--- config.mk ---
export PLATFORM = sky130hd
export DESIGN_NAME = vec3_packer
export DESIGN_NICKNAME = d
export VERILOG_FILES = /design/src/rtl/vec3_packer.sv
export SDC_FILE = /design/constraint.sdc
export NUM_CORES = 1
export LEC_CHECK = 0
export ABC_AREA = 0
export CAP_MARGIN = 20
export CORE_MARGIN = 2
export CORE_UTILIZATION = 55
export DETAILED_ROUTE_END_ITERATION = 12
export PLACE_DENSITY = 0.83
export SETUP_SLACK_MARGIN = 0.3
export SLEW_MARGIN = 20
export SYNTH_ARGS = -nofsm -noshare
export SYNTH_HDL_FRONTEND = slang
export SYNTH_SLANG_ARGS = --single-unit
export TNS_END_PERCENT = 30
--- constraint.sdc ---
create_clock -name clk_i -period 2.8 [get_ports clk_i]
set_input_delay 0.56 -clock clk_i [delete_from_list [all_inputs] [get_ports clk_i]]
set_output_delay 0.56 -clock clk_i [all_outputs]
set_load 0.1 [all_outputs]
--- src/rtl/vec3_packer.sv ---
// Packs three WIDTH-bit words into one {c,b,a} vector; flush emits a zero-padded partial vector.
// Ports: clk_i/rst_ni, word in (enq/flush handshakes), vector out (enq handshake), count_o drained vectors.
module vec3_packer #(
  parameter int WIDTH     = 32,
  parameter int CNT_WIDTH = 16
) (
  input  logic                 clk_i,
  input  logic                 rst_ni,
  input  logic                 in_enq_ena_i,
  input  logic [WIDTH-1:0]     in_enq_v_i,
  output logic                 in_enq_rdy_o,
  input  logic                 in_flush_ena_i,
  output logic                 in_flush_rdy_o,
  output logic                 out_enq_ena_o,
  output logic [3*WIDTH-1:0]   out_enq_v_o,
  input  logic                 out_enq_rdy_i,
  output logic [CNT_WIDTH-1:0] count_o
);

  logic [1:0]           cnt_q, cnt_d;
  logic [WIDTH-1:0]     hold_a_q, hold_a_d;
  logic [WIDTH-1:0]     hold_b_q, hold_b_d;
  logic                 out_valid_q, out_valid_d;
  logic [3*WIDTH-1:0]   out_reg_q, out_reg_d;
  logic [CNT_WIDTH-1:0] count_q, count_d;

  logic drain, slot_free, word, flush, emit;
  logic [WIDTH-1:0] lane_a, lane_b, lane_c;

  assign drain     = out_valid_q & out_enq_rdy_i;
  assign slot_free = !out_valid_q | out_enq_rdy_i;

  assign in_enq_rdy_o   = (cnt_q != 2'd2) | slot_free;
  assign in_flush_rdy_o = slot_free;
  assign out_enq_ena_o  = out_valid_q;
  assign out_enq_v_o    = out_reg_q;
  assign count_o        = count_q;

  assign word  = in_enq_ena_i & in_enq_rdy_o;
  assign flush = in_flush_ena_i & in_flush_rdy_o;
  // An empty flush with no word emits nothing.
  assign emit  = (word & (cnt_q == 2'd2))
               | (flush & (word | (cnt_q != 2'd0)));

  // Lanes past the fill point are zero, so partial vectors are padded.
  always_comb begin
    lane_a = hold_a_q;
    lane_b = '0;
    lane_c = '0;
    unique case (cnt_q)
      2'd0: begin
        if (word) lane_a = in_enq_v_i;
      end
      2'd1: begin
        if (word) lane_b = in_enq_v_i;
      end
      2'd2: begin
        lane_b = hold_b_q;
        if (word) lane_c = in_enq_v_i;
      end
      default: begin
        lane_a = '0;
      end
    endcase
  end

  always_comb begin
    cnt_d       = cnt_q;
    hold_a_d    = hold_a_q;
    hold_b_d    = hold_b_q;
    out_valid_d = out_valid_q;
    out_reg_d   = out_reg_q;
    count_d     = count_q;
    if (drain) begin
      out_valid_d = 1'b0;
      count_d     = count_q + 1'b1;
    end
    if (word) begin
      unique case (cnt_q)
        2'd0:    hold_a_d = in_enq_v_i;
        2'd1:    hold_b_d = in_enq_v_i;
        default: hold_a_d = hold_a_q;
      endcase
      cnt_d = cnt_q + 2'd1;
    end
    if (emit) begin
      out_reg_d   = {lane_c, lane_b, lane_a};
      out_valid_d = 1'b1;
      cnt_d       = 2'd0;
    end
  end

  always_ff @(posedge clk_i or negedge rst_ni) begin
    if (!rst_ni) begin
      cnt_q       <= 2'd0;
      hold_a_q    <= '0;
      hold_b_q    <= '0;
      out_valid_q <= 1'b0;
      out_reg_q   <= '0;
      count_q     <= '0;
    end else begin
      cnt_q       <= cnt_d;
      hold_a_q    <= hold_a_d;
      hold_b_q    <= hold_b_d;
      out_valid_q <= out_valid_d;
      out_reg_q   <= out_reg_d;
      count_q     <= count_d;
    end
  end

endmodule

---- Yosys cells after proc, flatten, opt, wreduce, memory -nomap -nowiden ----
Index checks and enable logic that the tools add are counted.
Widths: inputs -> output; s select.
storage, ports and cells
  flip-flop bits (word level) ............. 179
  bits in latches ......................... 0
  memory bits (writable) .................. 0
  memory bits (read-only) ................. 0
  input bits .............................. 37
  output and inout port bits .............. 115
  logic and storage cells ................. 37
  memories kept ........................... 0
operators by class
  add/subtract/negate cells ............... 2
  $mul .................................... 0
  div/mod/pow operators ................... 0
  order comparisons ....................... 0
  eq/ne operators ......................... 3
  shift-type cells ........................ 0
  muxes and demuxes ....................... 9
  bitwise gates (word level) .............. 9
  reduce and logical (&&, ||, !) cells .... 8
operators by type and width
  kind                   count
  $pmux 32 s2            2
  $mux 32                3
  $add 16x1->16 const B  1
  $reduce_bool 2->1      3
  $and 1x1->1            5
  $mux 2                 2
  $or 1x1->1             4
  $reduce_and 2->1       2
  $add 2x1->2 const B    1
  $eq 2x1->1 const B     1
  $eq 2x2->1 const B     1
  $logic_not 2->1        1
  $mux 1                 2
  $ne 2x2->1 const B     1
  $reduce_or 2->1        1
  $logic_not 1->1        1

---- Depth between registers and ports, before layout ----
Gate-level depths: netlist of the first run.
  depth in word-level cells ............... 8
  mapped depth ............................ 9
  depth with buffers taken out ............ 6

---- Least setup slack after synthesis of the first run ----
Ideal clock, no wire load.
  kind .................................... register to register
  start point ............................. register out_valid_q (netlist: out_enq_ena_o)
  end point ............................... register out_reg_q[77] (netlist: out_enq_v_o[77])
  library setup time ...................... 0.123 ns
  data arrival time ....................... 2.552 ns
  data required time ...................... 2.677 ns
  slack ................................... 0.125 ns
  stages on the path, launching flop included .. 7
  cell sequence ........................... dfrtp_1 -> and2b_1 -> inv_1 -> nand2_2 -> buf_2 -> buf_2 -> a22o_1
on the way
  word-level cells in the longest chain between the ends .. 7
ends and longest elaborated chain
  element                 line  source
  start, declared         23    logic out_valid_q, out_valid_d;
  start signal, assigned  105   out_valid_q <= out_valid_d;
  $logic_not 1->1 *       31    assign slot_free = !out_valid_q | out_enq_rdy_i;
  $or 1x1->1 *            31
  net in_flush_rdy_o      13    output logic in_flush_rdy_o,
  $or 1x1->1              33    assign in_enq_rdy_o = (cnt_q != 2'd2) | slot_free;
  $and 1x1->1             39    assign word = in_enq_ena_i & in_enq_rdy_o;
  $or 1x1->1              43    | (flush & (word | (cnt_q != 2'd0)));
  $and 1x1->1             43
  $or 1x1->1              43
  end signal, assigned    106   out_reg_q <= out_reg_d;
  end, declared           24    logic [3*WIDTH-1:0] out_reg_q, out_reg_d;
Mark *: on every way through the listed nets, which the timed path passes. The rest lies on a longest branch.
A chain may end at the register's enable or synchronous reset.

---- Final worst setup path of the first run ----
  start point ............................. input port out_enq_rdy_i
  end point ............................... output port in_flush_rdy_o
on the way
  word-level cells in the longest chain between the ends .. 1
ends and longest elaborated chain
  element          line  source
  start, declared  16    input logic out_enq_rdy_i,
  $or 1x1->1       31
  end, declared    13
No other way between the ends.

==> impl_metrics.env, run 1 <==
export IMPL_layout_nets=736
export IMPL_synth_area_top_cells="dfrtp_1, a22o_1, mux2_2"
export IMPL_synth_simple_area_share=0.05357
export IMPL_die_h_um=121.1
export IMPL_syn_to_final_growth_pct=27.00
export IMPL_yosys_warnings=0
export IMPL_status="completed"
export IMPL_muxShareOfSynthArea=0.09836
export IMPL_clockBufferDepth=2
export IMPL_cts_resized=0
export IMPL_fmax_mhz=417.0
export IMPL_core_area_sq_um=13300
export IMPL_grt_pass1_wl_mm=29.19
export IMPL_endpoint_kind="primary output"
export IMPL_setup_tns_ns=0
export IMPL_worstPathMaxFanout=7
export IMPL_finalCritPeriodShare=0.8566
export IMPL_drt_initial_drc_count=379
export IMPL_slew_headroom=0.3509
export IMPL_critPathLaunchType="input pin"
export IMPL_finClkSkew_ns=0.006192
export IMPL_worstPathArrival_ns=1.84
export IMPL_n_antenna_cell=0
export IMPL_regArea_sq_um=4481
export IMPL_cts_sinks=179
export IMPL_clockRootBuffer="clkbuf_16"
export IMPL_finalMaxSlewViolations=0
export IMPL_clk_pin_slew_ns=0.06
export IMPL_hold_buffers=0
export IMPL_syn_inst=551
export IMPL_antenna_found_initial=0
export IMPL_fp_dieW_um=121.1
export IMPL_rsz0062_at_grt="no"
export IMPL_layout_common_cells="dfrtp_1, buf_4, a22o_1"
export IMPL_cts_htree_levels=4
export IMPL_fp_dieArea_sq_um=14670
export IMPL_dr_pass1_iters=5
export IMPL_synth_seq_cells=179
export IMPL_drt_total_wl_mm=18.62
export IMPL_initial_core_util=0.5674
export IMPL_hp_class="input pin to async pin"
export IMPL_worstSetupPathType="input pin to primary output"
export IMPL_synth_seq_area_share=0.5938
export IMPL_viasPerCell=6.149
export IMPL_gp_congestion=0.7538
export IMPL_cts_tree="yes"
export IMPL_ios=152
export IMPL_num_vias=5430
export IMPL_period_needed_ns=2.398
export IMPL_synth_top_area_cell="dfrtp_1"
export IMPL_worst_pin_slew_ns=0.9680
export IMPL_syn_area_sq_um=7543
export IMPL_clk_latency_ns=0.43
export IMPL_synth_compound_area_frac=0.1909
export IMPL_multiInputGateArea_sq_um=2828
export IMPL_wl_per_cell_um=21.09
export IMPL_grt_max_degree=75
export IMPL_synth_cell_type_count=36
export IMPL_finalHoldViolCount=0
export IMPL_grt_pass1_vias=5424
export IMPL_netlist_area_leader_share=0.5938
export IMPL_dp_hpwl_mm=11.72
export IMPL_maxCapViolCount=0
export IMPL_synth_xor_area_frac=0.01858
export IMPL_cp_required_ns=2.24
export IMPL_avgSynthCellArea_sq_um=13.69
export IMPL_grt_overflow_total=0
export IMPL_detail_route_antenna_nets=0
export IMPL_drive_above_1_share=0.3380
export IMPL_drc=0
export IMPL_grt_usage=0.2574
export IMPL_cts_inserted_buffers=17
export IMPL_nFillCells=899
export IMPL_portBuffers=151
export IMPL_synth_fa_ha_area_frac=0.008293
export IMPL_rows=42
export IMPL_finalSetupViolations=0
export IMPL_syn_num_nets=593
export IMPL_post_cts_buffers=0
export IMPL_final_common_cell="dfrtp_1"
export IMPL_synth_top_family_by_area="compound AO/OA/AOI/OAI gates"
stage by stage:
stage,instances,setup WS [ns],area [sq um],hold slack (ns),utilization
floorplan,551,0.4640,7548,0.2644,-
detailed placement,850,0.1273,8987,0.4745,0.6760
CTS,882,0.3054,9568,0.1813,0.7197
global route,883,0.3556,9580,0.2057,0.7206
finish,883,0.4016,9580,0.1655,0.7206
global placement,850,0.2443,8987,0.4632,0.6760
synth_stat cells, drive strengths merged:
cell	number
dfrtp	179
inv	6
mux2i	1
or3	1
xnor2	13
and2b	1
a221oi	32
a22oi	1
o21ai	2
a22o	94
a21oi	2
nand3	8
buf	34
nor2b	1
and2	32
nor2	4
nand4	3
nor4	1
clkbuf	10
xor2	3
nand2	10
nand3b	1
a21boi	1
and3	4
nor3	2
mux2	65
o31ai	1
o2bb2ai	32
o21a	1
ha	5
and4	1
metal layers:
| layer | GRT usage | part of all wire | wire (um) | up-vias |
|---|---|---|---|---|
| li1 | - | - | - | 2380 |
| met4 | 0.08648 | 0.014 | 267 | 0 |
| met3 | 0.04840 | 0.052 | 962 | 24 |
| met1 | 0.3524 | 0.43 | 8047 | 2847 |
| met5 | 0 | 0 | 0 | - |
| met2 | 0.4164 | 0.50 | 9343 | 179 |
final cells by class:
type | count | share of cell area
Tap cell | 176 | 0.02299
Clock buffer | 22 | 0.04950
Clock inverter | 10 | 0.01110
Multi-Input combinational cell | 323 | 0.2952
Sequential cell | 179 | 0.4677
Inverter | 6 | 0.002743
Timing Repair Buffer | 167 | 0.1508
cell families (layout without fill, tap and decap cells):
kind of cell,Yosys count,count (layout)
mux,66,66
flops,179,179
xor+xnor,16,16
fa+ha+maj,5,5
simple gates,69,69
buf+inv,50,205
compound gates,166,167
critical path, stage by stage:
cell             delay [ns]
clkdlybuf4s50_1        0.51
and2b_2                0.36
clkinvlp_4             0.20
buf_12                 0.21
registers in the layout, summed over array words and instances (netlist names):
| register | cells |
|---|---|
| out_enq_v_o | 96 |
| hold_b_q | 32 |
| count_o | 16 |
| out_enq_ena_o | 1 |
| cnt_q | 2 |
| hold_a_q | 32 |
worst paths after layout:
kind	slack, ns	from	to	depth (start not counted)
setup / recovery	0.40	out_enq_rdy_i	in_flush_rdy_o	4
hold / removal	0.17	rst_ni	count_o[13]	1
setup reg to reg	0.46	cnt_q[0]	out_enq_v_o[6]	6
hold reg to reg	0.49	count_o[11]	count_o[11]	1
max in group asynchronous	1.90	rst_ni	hold_b_q[18]	2
min in group clk_i	0.49	count_o[11]	count_o[11]	1
Power of run 1 is left out: the tool's default activity adds up to more than one toggle a clock period on the data nets, which glitch-free logic cannot reach.
==> inputs of run 2 (changes only) <==
- GPL_TIMING_DRIVEN: unset -> 0
==> impl_metrics.env, run 2 (synthesized netlist as in run 1, its figures left out) <==
export IMPL_crit_end="out_enq_v_o[31]"
export IMPL_grt_overflow_total=0
export IMPL_fp_dieW_um=121.1
export IMPL_hold_buffers=0
export IMPL_cts_htree_levels=4
export IMPL_finalCritPeriodShare=0.8985
export IMPL_syn_to_final_growth_pct=31.95
export IMPL_met2_length_mm=9.597
export IMPL_die_h_um=121.1
export IMPL_finalSetupViolations=0
export IMPL_clk_pin_slew_ns=0.06
export IMPL_n_antenna_cell=0
export IMPL_reg2reg_to="out_enq_v_o[21]"
export IMPL_placed_cell_area_sq_um=9313
export IMPL_cp_slowest_cell="clkdlybuf4s50_1"
export IMPL_cts_inserted_buffers=17
export IMPL_dp_hpwl_mm=13.15
export IMPL_slew_headroom=0.3101
export IMPL_grt_max_degree=101
export IMPL_drive_above_1_share=0.1850
export IMPL_r2r_start="cnt_q[0]"
export IMPL_critPathLaunchType="flip-flop"
export IMPL_dr_pass1_iters=6
export IMPL_hp_class="input pin to async pin"
export IMPL_worst_pin_slew_ns=1.033
export IMPL_finClkSkew_ns=0.005382
export IMPL_reg2reg_depth=8
export IMPL_fp_dieArea_sq_um=14670
export IMPL_maxCapViolCount=0
export IMPL_layout_nets=764
export IMPL_highest_layer="met4"
export IMPL_wl_met1_mm=8.100
export IMPL_drt_initial_drc_count=446
export IMPL_portBuffers=151
export IMPL_slowest_delay_ns=1.15
export IMPL_worstPathArrival_ns=1.96
export IMPL_core_area_sq_um=13300
export IMPL_fmax_mhz=397.5
export IMPL_drc=0
export IMPL_initial_core_util=0.5674
export IMPL_holdWs_ns=0.09774
export IMPL_largest_reg_flops=96
export IMPL_viasPerCell=6.089
export IMPL_period_needed_ns=2.516
export IMPL_grt_usage=0.2739
export IMPL_worstSetupPathType="flip-flop to primary output"
export IMPL_fin_area_sq_um=9953
export IMPL_crit_family="buffers and inverters"
export IMPL_clk_latency_ns=0.43
export IMPL_layout_common_cells="dfrtp_1, clkdlybuf4s50_1, a22o_1"
export IMPL_rsz0062_at_grt="yes"
export IMPL_rows=42
export IMPL_dr_wl_met3_um=991
export IMPL_endpoint_kind="primary output"
export IMPL_cts_tree="yes"
export IMPL_nFillCells=880
export IMPL_final_common_cell="dfrtp_1"
export IMPL_clockBufferDepth=2
export IMPL_num_vias=5547
export IMPL_ff2ff_setup_slack_ns=0.48
export IMPL_worstPathMaxFanout=2
export IMPL_cp_num_cells=1
export IMPL_wl_per_cell_um=21.01
export IMPL_clockRootBuffer="clkbuf_16"
export IMPL_setup_tns_ns=0
export IMPL_drt_total_wl_mm=19.14
export IMPL_finalHoldViolCount=0
export IMPL_cp_required_ns=2.24
export IMPL_critPathBufInv=1
export IMPL_crit_chain="clkdlybuf4s50_1"
export IMPL_gp_congestion=0.8001
export IMPL_grt_pass1_wl_mm=30.50
export IMPL_cts_sinks=179
export IMPL_detail_route_antenna_nets=0
export IMPL_final_util=0.7486
export IMPL_ios=152
export IMPL_grt_pass1_vias=5774
export IMPL_finalMaxSlewViolations=0
export IMPL_antenna_found_initial=0
export IMPL_status="completed"
export IMPL_startpoint="out_enq_v_o[31]"
==> run 2: cell types whose count changed in the layout (fill, tap and decap cells not counted), moves of 5 or more <==
cell and delta:
buf_2 +26, buf_6 +5, dlymetal6s2s_1 +26, clkdlybuf4s50_1 +65, buf_4 -120, dlygate4sd2_1 +22
clkbuf_1 +12, buf_12 -8
==> run 2: worst min path at each step <==
stage	from	to	slack [ns]	cells after the start
2_1_floorplan	rst_ni	cnt_q[0]	0.26	0
3_3_place_gp	count_o[15]	count_o[15]	0.46	1
3_5_place_dp	count_o[15]	count_o[15]	0.47	1
4_1_cts	rst_ni	count_o[5]	0.13	1
5_1_grt	rst_ni	count_o[5]	0.14	1
6_report	rst_ni	count_o[5]	0.1	1
==> run 2: layer usage <==
layer / GRT usage / up-vias
met5: 0 / -
met4: 0.1148 / 0
met3: 0.05874 / 39
met2: 0.4428 / 185
met1: 0.3606 / 2879
li1: - / 2444
==> run 2: timing repair <==
item                                   4_1_cts  5_1_grt
endpoints found under the hold margin        0        0
gates resized for setup                     32       27
setup buffers                                0        0
setup endpoints to repair                   83       92
==> run 2: area by class of cell <==
cell class,count,area (sq um),area share
Timing Repair Buffer,152,1574,0.1581
Sequential cell,179,4481,0.4502
Tap cell,176,220.2,0.02212
Clock inverter,10,156.4,0.01571
Clock buffer,22,454.2,0.04563
Multi-Input combinational cell,322,2789,0.2802
Inverter,6,26.28,0.002640
Buffer,44,252.7,0.02539
==> run 2: per-stage QoR <==
| stage | setup WS [ns] | std cells |
|---|---|---|
| 2_1_floorplan | 0.4640 | 551 |
| 3_3_place_gp | -6.363 | 878 |
| 3_5_place_dp | -0.4630 | 879 |
| 4_1_cts | 0.2381 | 911 |
| 5_1_grt | 0.2205 | 911 |
| 6_report | 0.2843 | 911 |
Power of run 2 is left out for the same reason.
